<file path="src/rtl/inst_dispatch_pkg.sv">
// Shared types and constants for the instruction dispatch stage:
// functional-unit classes, RV32 major opcodes and the dispatch FSM states.
package disp_pkg;

   typedef enum logic [1:0] {
      FU_ALU   = 2'd0,
      FU_LSU   = 2'd1,
      FU_BR    = 2'd2,
      FU_OTHER = 2'd3
   } fu_e;

   typedef enum logic {
      ST_RUN   = 1'b0,
      ST_FLUSH = 1'b1
   } state_e;

   localparam logic [6:0] OP_OP     = 7'b0110011;
   localparam logic [6:0] OP_OP_IMM = 7'b0010011;
   localparam logic [6:0] OP_LUI    = 7'b0110111;
   localparam logic [6:0] OP_AUIPC  = 7'b0010111;
   localparam logic [6:0] OP_LOAD   = 7'b0000011;
   localparam logic [6:0] OP_STORE  = 7'b0100011;
   localparam logic [6:0] OP_BRANCH = 7'b1100011;
   localparam logic [6:0] OP_JAL    = 7'b1101111;
   localparam logic [6:0] OP_JALR   = 7'b1100111;

endpackage

</file>
<file path="src/rtl/inst_dispatch_if.sv">
// Bundle of the fifo-side, RS/ROB-side and control signals of the dispatch
// stage. "master" is the dispatch stage itself, "slave" its surroundings.
interface inst_dispatch_if #(
   parameter int unsigned INST_W = 32,
   parameter int unsigned TAG_W  = 4
);
   logic [INST_W-1:0] fifo_data_i;
   logic              fifo_empty_i;
   logic              fifo_rd_o;
   logic              disp_valid_o;
   logic              disp_ready_i;
   logic [INST_W-1:0] disp_inst_o;
   logic [TAG_W-1:0]  disp_tag_o;
   logic [1:0]        disp_fu_o;
   logic              rob_retire_i;
   logic              rs_credit_i;
   logic              flush_i;
   logic              stall_o;

   modport master (
      input  fifo_data_i, fifo_empty_i, disp_ready_i, rob_retire_i, rs_credit_i, flush_i,
      output fifo_rd_o, disp_valid_o, disp_inst_o, disp_tag_o, disp_fu_o, stall_o
   );

   modport slave (
      output fifo_data_i, fifo_empty_i, disp_ready_i, rob_retire_i, rs_credit_i, flush_i,
      input  fifo_rd_o, disp_valid_o, disp_inst_o, disp_tag_o, disp_fu_o, stall_o
   );
endinterface

</file>
<file path="src/rtl/inst_dispatch_updown_ctr.sv">
// Saturating up/down counter. inc and dec together leave the count unchanged;
// load (and reset) restore RST_VAL. Increments at MAX and decrements at 0 are dropped.
module disp_updown_ctr #(
   parameter int unsigned WIDTH   = 4,
   parameter int unsigned MAX     = 8,
   parameter int unsigned RST_VAL = 0
) (
   input  logic             clk,
   input  logic             rst,
   input  logic             load,
   input  logic             inc,
   input  logic             dec,
   output logic [WIDTH-1:0] cnt
);
   localparam logic [WIDTH-1:0] MAX_V = WIDTH'(MAX);
   localparam logic [WIDTH-1:0] RST_V = WIDTH'(RST_VAL);

   // count register with reset/load priority over inc/dec
   always_ff @(posedge clk) begin
      if (rst || load) begin
         cnt <= RST_V;
      end else if (inc && !dec && cnt != MAX_V) begin
         cnt <= cnt + WIDTH'(1);
      end else if (dec && !inc && cnt != '0) begin
         cnt <= cnt - WIDTH'(1);
      end
   end
endmodule

</file>
<file path="src/rtl/inst_dispatch.sv">
// Dispatch stage: pops the instruction fifo head, allocates a ROB tag, checks RS
// credits, classifies the FU and presents it on a registered valid/ready port.
// Optional DISP_PERF_EN adds saturating stall-cause counters.
module inst_dispatch
   import disp_pkg::*;
#(
   parameter int unsigned INST_W     = 32,
   parameter int unsigned TAG_W      = 4,
   parameter int unsigned RS_CREDITS = 4,
   parameter int unsigned CRED_W     = 3
) (
   input  logic              clk_i,
   input  logic              reset_i,
   inst_dispatch_if.master   bus
`ifdef DISP_PERF_EN
   ,
   output logic [15:0]       perf_rob_stall_o,
   output logic [15:0]       perf_rs_stall_o
`endif
);
   localparam logic [TAG_W:0] ROB_DEPTH = {1'b1, {TAG_W{1'b0}}};

   state_e            state;
   logic [TAG_W:0]    rob_cnt;
   logic [CRED_W-1:0] credits;
   logic [TAG_W-1:0]  tail;
   logic              disp_valid;
   logic [INST_W-1:0] disp_inst;
   logic [TAG_W-1:0]  disp_tag;
   fu_e               disp_fu;
   fu_e               fu_dec;
   logic              run, rob_full, cred_zero, pop, stall;

   assign run       = (state == ST_RUN);
   assign rob_full  = (rob_cnt == ROB_DEPTH);
   assign cred_zero = (credits == '0);
   assign pop       = run && !bus.fifo_empty_i && (!disp_valid || bus.disp_ready_i)
                      && !rob_full && !cred_zero && !bus.flush_i;
   assign stall     = run && !bus.fifo_empty_i && !pop;

   assign bus.fifo_rd_o    = pop;
   assign bus.stall_o      = stall;
   assign bus.disp_valid_o = disp_valid;
   assign bus.disp_inst_o  = disp_inst;
   assign bus.disp_tag_o   = disp_tag;
   assign bus.disp_fu_o    = disp_fu;

   // ROB occupancy: +1 per pop, -1 per retire, cleared by flush
   disp_updown_ctr #(
      .WIDTH   (TAG_W + 1),
      .MAX     (1 << TAG_W),
      .RST_VAL (0)
   ) u_rob_ctr (
      .clk  (clk_i),
      .rst  (reset_i),
      .load (bus.flush_i),
      .inc  (pop),
      .dec  (bus.rob_retire_i),
      .cnt  (rob_cnt)
   );

   // RS credits: -1 per pop, +1 per returned slot, refilled by flush
   disp_updown_ctr #(
      .WIDTH   (CRED_W),
      .MAX     (RS_CREDITS),
      .RST_VAL (RS_CREDITS)
   ) u_cred_ctr (
      .clk  (clk_i),
      .rst  (reset_i),
      .load (bus.flush_i),
      .inc  (bus.rs_credit_i),
      .dec  (pop),
      .cnt  (credits)
   );

   // FU classification from the major opcode of the fifo head
   always_comb begin
      fu_dec = FU_OTHER;
      case (bus.fifo_data_i[6:0])
         OP_OP, OP_OP_IMM, OP_LUI, OP_AUIPC: fu_dec = FU_ALU;
         OP_LOAD, OP_STORE:                  fu_dec = FU_LSU;
         OP_BRANCH, OP_JAL, OP_JALR:         fu_dec = FU_BR;
         default:                            fu_dec = FU_OTHER;
      endcase
   end

   // RUN/FLUSH state machine with registered dispatch outputs and tag tail
   always_ff @(posedge clk_i) begin
      if (reset_i) begin
         state      <= ST_RUN;
         disp_valid <= 1'b0;
         disp_inst  <= '0;
         disp_tag   <= '0;
         disp_fu    <= FU_ALU;
         tail       <= '0;
      end else if (bus.flush_i) begin
         state      <= ST_FLUSH;
         disp_valid <= 1'b0;
         tail       <= '0;
      end else begin
         state <= ST_RUN;
         if (pop) begin
            disp_valid <= 1'b1;
            disp_inst  <= bus.fifo_data_i;
            disp_tag   <= tail;
            disp_fu    <= fu_dec;
            tail       <= tail + TAG_W'(1);
         end else if (disp_valid && bus.disp_ready_i) begin
            disp_valid <= 1'b0;
         end
      end
   end

`ifdef DISP_PERF_EN
   // stall-cause counters, saturating, cleared by reset only
   always_ff @(posedge clk_i) begin
      if (reset_i) begin
         perf_rob_stall_o <= '0;
         perf_rs_stall_o  <= '0;
      end else begin
         if (stall && rob_full && perf_rob_stall_o != '1) begin
            perf_rob_stall_o <= perf_rob_stall_o + 16'd1;
         end
         if (stall && cred_zero && perf_rs_stall_o != '1) begin
            perf_rs_stall_o <= perf_rs_stall_o + 16'd1;
         end
      end
   end
`endif
endmodule

</file>
<file path="src/flat_wrapper.sv">
// flat-port wrapper written by rule: the top's interface ports become plain ports
module inst_dispatch_flat import disp_pkg::*;
#(
   parameter int unsigned INST_W     = 32,
   parameter int unsigned TAG_W      = 4,
   parameter int unsigned RS_CREDITS = 4,
   parameter int unsigned CRED_W     = 3
)
  (clk_i, reset_i, bus_fifo_data_i, bus_fifo_empty_i, bus_disp_ready_i, bus_rob_retire_i, bus_rs_credit_i, bus_flush_i, bus_fifo_rd_o, bus_disp_valid_o, bus_disp_inst_o, bus_disp_tag_o, bus_disp_fu_o, bus_stall_o);
  inst_dispatch_if #(.INST_W(INST_W), .TAG_W(TAG_W)) bus_i ();
  input  logic clk_i;
  input  logic reset_i;
  input wire logic [$bits(bus_i.fifo_data_i)-1:0] bus_fifo_data_i;
  input wire logic [$bits(bus_i.fifo_empty_i)-1:0] bus_fifo_empty_i;
  input wire logic [$bits(bus_i.disp_ready_i)-1:0] bus_disp_ready_i;
  input wire logic [$bits(bus_i.rob_retire_i)-1:0] bus_rob_retire_i;
  input wire logic [$bits(bus_i.rs_credit_i)-1:0] bus_rs_credit_i;
  input wire logic [$bits(bus_i.flush_i)-1:0] bus_flush_i;
  output wire logic [$bits(bus_i.fifo_rd_o)-1:0] bus_fifo_rd_o;
  output wire logic [$bits(bus_i.disp_valid_o)-1:0] bus_disp_valid_o;
  output wire logic [$bits(bus_i.disp_inst_o)-1:0] bus_disp_inst_o;
  output wire logic [$bits(bus_i.disp_tag_o)-1:0] bus_disp_tag_o;
  output wire logic [$bits(bus_i.disp_fu_o)-1:0] bus_disp_fu_o;
  output wire logic [$bits(bus_i.stall_o)-1:0] bus_stall_o;
  assign bus_i.fifo_data_i = bus_fifo_data_i;
  assign bus_i.fifo_empty_i = bus_fifo_empty_i;
  assign bus_i.disp_ready_i = bus_disp_ready_i;
  assign bus_i.rob_retire_i = bus_rob_retire_i;
  assign bus_i.rs_credit_i = bus_rs_credit_i;
  assign bus_i.flush_i = bus_flush_i;
  assign bus_fifo_rd_o = bus_i.fifo_rd_o;
  assign bus_disp_valid_o = bus_i.disp_valid_o;
  assign bus_disp_inst_o = bus_i.disp_inst_o;
  assign bus_disp_tag_o = bus_i.disp_tag_o;
  assign bus_disp_fu_o = bus_i.disp_fu_o;
  assign bus_stall_o = bus_i.stall_o;
  inst_dispatch #(.INST_W(INST_W), .TAG_W(TAG_W), .RS_CREDITS(RS_CREDITS), .CRED_W(CRED_W)) u_core (.clk_i(clk_i), .reset_i(reset_i), .bus(bus_i));
endmodule
</file>
<file path="config.mk">
export PLATFORM = sky130hd
export DESIGN_NAME = inst_dispatch_flat
export DESIGN_NICKNAME = d
export VERILOG_FILES = /design/src/rtl/inst_dispatch_pkg.sv /design/src/rtl/inst_dispatch_if.sv /design/src/rtl/inst_dispatch_updown_ctr.sv /design/src/rtl/inst_dispatch.sv /design/src/flat_wrapper.sv
export SDC_FILE = /design/constraint.sdc
export NUM_CORES = 1
export LEC_CHECK = 0
export CAP_MARGIN = 40
export CORE_MARGIN = 1
export CORE_UTILIZATION = 40
export DETAILED_ROUTE_END_ITERATION = 6
export GPL_TIMING_DRIVEN = 0
export PLACE_DENSITY = 0.76
export SLEW_MARGIN = 5
export SYNTH_ARGS = -nofsm -noshare
export SYNTH_HDL_FRONTEND = slang
export SYNTH_SLANG_ARGS = --single-unit
export TNS_END_PERCENT = 50
</file>
<file path="constraint.sdc">
create_clock -name clk_i -period 2.58 [get_ports clk_i]
set_input_delay 0.774 -clock clk_i [delete_from_list [all_inputs] [get_ports clk_i]]
set_output_delay 0.774 -clock clk_i [all_outputs]
set_load 0.05 [all_outputs]
</file>
==> run_results.csv <==
group,metric,value,unit
floorplan,start_util,0.423,
floorplan,rows,26,
floorplan,dieArea,5810,µm²
power_and_ir_drop,p_comb_frac,0.232,
run_status,outcome,"complete, but fails checks",
layout,drive_gt1_frac,0.124,
synthesis,synth_nets,306,
detailed_routing,drtAntennaViolNets,0,
detailed_routing,via_count,2126,
flow_run,cap_viol_max_count,0,
layout,final_common_cell,"nand2_1",
worst_setup_path,ff2ff_path_depth,8,
sta,finalClockSkew,0.00504,ns
detailed_routing,drc,0,
layout,nFillCells,446,
global_route,grt_max_degree,17,
clocking,htree_levels,2,
sta,rsz0062_at_grt,"true",
sta,fin_ws,-0.00226,ns
layout,final_net_count,400,
sta,max_slew_margin,0.622,
worst_setup_path,worstSetupPathType,"in -> out",
sta,tightest_slew,0.565,ns
sta,finalSetupViolations,1,
power_and_ir_drop,ir_worst_vdd,0.000261,V
placed_design,place_congestion,0.794,
placed_design,place_ws,-1.23,ns
sta,drv_slew,0,
synthesis,syn_avg_cell_area,8.44,µm²
hold_path,hold_depth,2,
layout,syn_to_final_growth,49.7,%
global_route,grt_use_total,0.189,
power_and_ir_drop,p_clk_frac,0.275,
synthesis,synth_edf_count,0,
placed_design,io_buffers,79,
clocking,cts.path.max_buffers,2,
synthesis,syn_inst,261,
hold_path,hold_class,"reg -> reg",
clocking,cts_sinks,52,
synthesis,async_reset_ff_frac,0,
synthesis,synth_area,2200,µm²
synthesis,synth_warnings,0,
layout,diodes,0,
floorplan,fp.dieH,76.2,µm
synthesis,synth_flop_cell,"dfxtp_1",
placed_design,place_area,3130,µm²
synthesis,synth_top_area_frac,0.473,
detailed_routing,dr.pass1.iters,4,
global_route,antenna_found_initial,0,
synthesis,synth_top_cell_by_area,"dfxtp_1",
global_route,grt_overflow,0,
synthesis,ys_types,46,
power_and_ir_drop,cellInternalPower,1230,µW
layout,layout_common_cells,"nand2_1 (78), clkdlybuf4s50_1 (73), dfxtp_1 (52)",
global_route,grt_first_pass_wirelength,9000,µm
floorplan,die_w,76.2,µm
power_and_ir_drop,pwr-share-seq,0.493,
worst_setup_path,required,1.81,ns
layout,design_area,3300,µm²
sta,min_period_over_period,1.00,
worst_setup_path,crit_path_end_kind,"output port",
worst_setup_path,cp.arrival,1.81,ns
power_and_ir_drop,switchingPower,513,µW
clocking,numCtsBuffers,5,
clocking,clock_latency,0.30,ns
sta,min_period,2.58,ns
floorplan,io_pins,80,
power_and_ir_drop,total_leakage_power,0.00122,µW
clocking,cts_tree,"yes",
detailed_routing,post_drt_wl_per_cell,12.5,µm
floorplan,core-area,5200,µm²
sta,hold_viol_final,0,
detailed_routing,viasPerCell,4.99,
sta,hold_ws,0.455,ns
run_status,violations,"setup timing",
detailed_routing,drt_iter0_drc,80,
layout,regArea,1040,µm²
worst_setup_path,crit_fanout,4,
synthesis,ys_top_cells_by_area,"dfxtp_1 (47%), nand2_1 (14%), a21oi_1 (9.3%)",
layout,multi_input_area,1110,µm²
sta,fmax,387,MHz
clocking,root_buffer,"clkbuf_8",
power_and_ir_drop,total_power,1740,µW
power_and_ir_drop,p_per_area,529,nW/µm²
global_route,grt_pass1_vias,2064,
detailed_routing,wl,5330,µm
synthesis,ys_seq_area_frac,0.473,
power_and_ir_drop,p_sw_frac,0.294,
sta,fin_tns_setup,-0.00226,ns
clocking,clk_pin_slew,0.09,ns
worst_setup_path,cp-start-kind,"input port",
placed_design,dpl.hpwl,3770,µm
synthesis,ys_ff_latch,52,
[cell families (layout without fill, tap and decap cells)]
kind of cell | Yosys count | count (layout) | share of synthesized area
flip-flops | 52 | 52 | 0.473
buffers and inverters | 18 | 113 | 0.0466
AND/OR/NAND/NOR | 118 | 118 | 0.239
adder cells (fa/ha/maj) | 6 | 6 | 0.0409
XOR/XNOR | 6 | 6 | 0.0239
multiplexers | 4 | 4 | 0.0193
AO/OA/AOI/OAI | 57 | 57 | 0.157
[state kept, by name, summed over array words and instances, names as in the netlist]
register and cells:
u_core.bus.disp_inst_o 32, u_core.tail 4, u_core.bus.disp_fu_o 2, u_core.bus.disp_valid_o 1, u_core.u_cred_ctr.cnt 3, u_core.bus.disp_tag_o 4
u_core.u_rob_ctr.cnt 5, u_core.state 1
[per-layer routing]
layer	wire length (µm)	track usage	vias to the layer above
li1	-	-	1067
met1	2370	0.219	996
met2	2630	0.335	54
met3	243	0.0443	9
met4	95	0.0788	0
met5	0	0	-
[per-stage QoR]
step,utilization,std cells
after floorplan,-,261
after global placement,0.601,410
after detailed placement,0.601,410
after CTS,0.630,425
after global routing,0.633,426
final,0.633,426
[power by group through the flow]
stage	Sequential (µW)	Combinational (µW)	Clock, µW
after detailed placement	876	389	0
after global routing	864	434	532
after CTS	859	402	498
final	859	405	479
after global placement	875	384	0
after floorplan	963	152	0
[Yosys cell counts, types with 2 or more instances]
cell,count
ha_1,4
dfxtp_1,52
nor3_1,5
o31ai_1,3
nand2b_1,2
a21oi_1,41
xor2_1,3
fa_1,2
clkbuf_1,7
o211ai_1,2
nand2_1,80
mux2i_1,2
xnor2_1,3
nand3_1,6
nand4_1,2
inv_1,3
a21o_1,3
buf_6,4
nor2_1,10
[path summary, 6_finish.rpt]
path,start,endpoint,slack [ns]
max reg2reg,u_core.u_cred_ctr.cnt[0],u_core.u_cred_ctr.cnt[2],0.16
max,bus_fifo_empty_i,bus_stall_o,-0.002
min,u_core.bus.disp_inst_o[14],u_core.bus.disp_inst_o[14],0.46
min reg2reg,u_core.bus.disp_inst_o[14],u_core.bus.disp_inst_o[14],0.46
[worst max-delay path: stages]
cell and delay [ns]:
dlygate4sd2_1 0.28, nor2_2 0.13, and4_4 0.29, nand2_4 0.08
inv_8 0.07, nor3_4 0.03, buf_6 0.15
[final cells by class]
type / instances / area share
Timing Repair Buffer: 89 / 0.263
Tap cell: 70 / 0.0266
Clock buffer: 6 / 0.0251
Buffer: 12 / 0.0220
Multi-Input combinational cell: 191 / 0.336
Clock inverter: 2 / 0.00418
Sequential cell: 52 / 0.316
Inverter: 4 / 0.00683
[repair_timing]
action	4_1_cts	5_1_grt
endpoints found under the setup margin	5	2
setup buffers	9	1
pin swaps	2	1
resized for setup	25	3
hold buffers	0	0
Note: power is estimated with default switching activity, not from simulation.
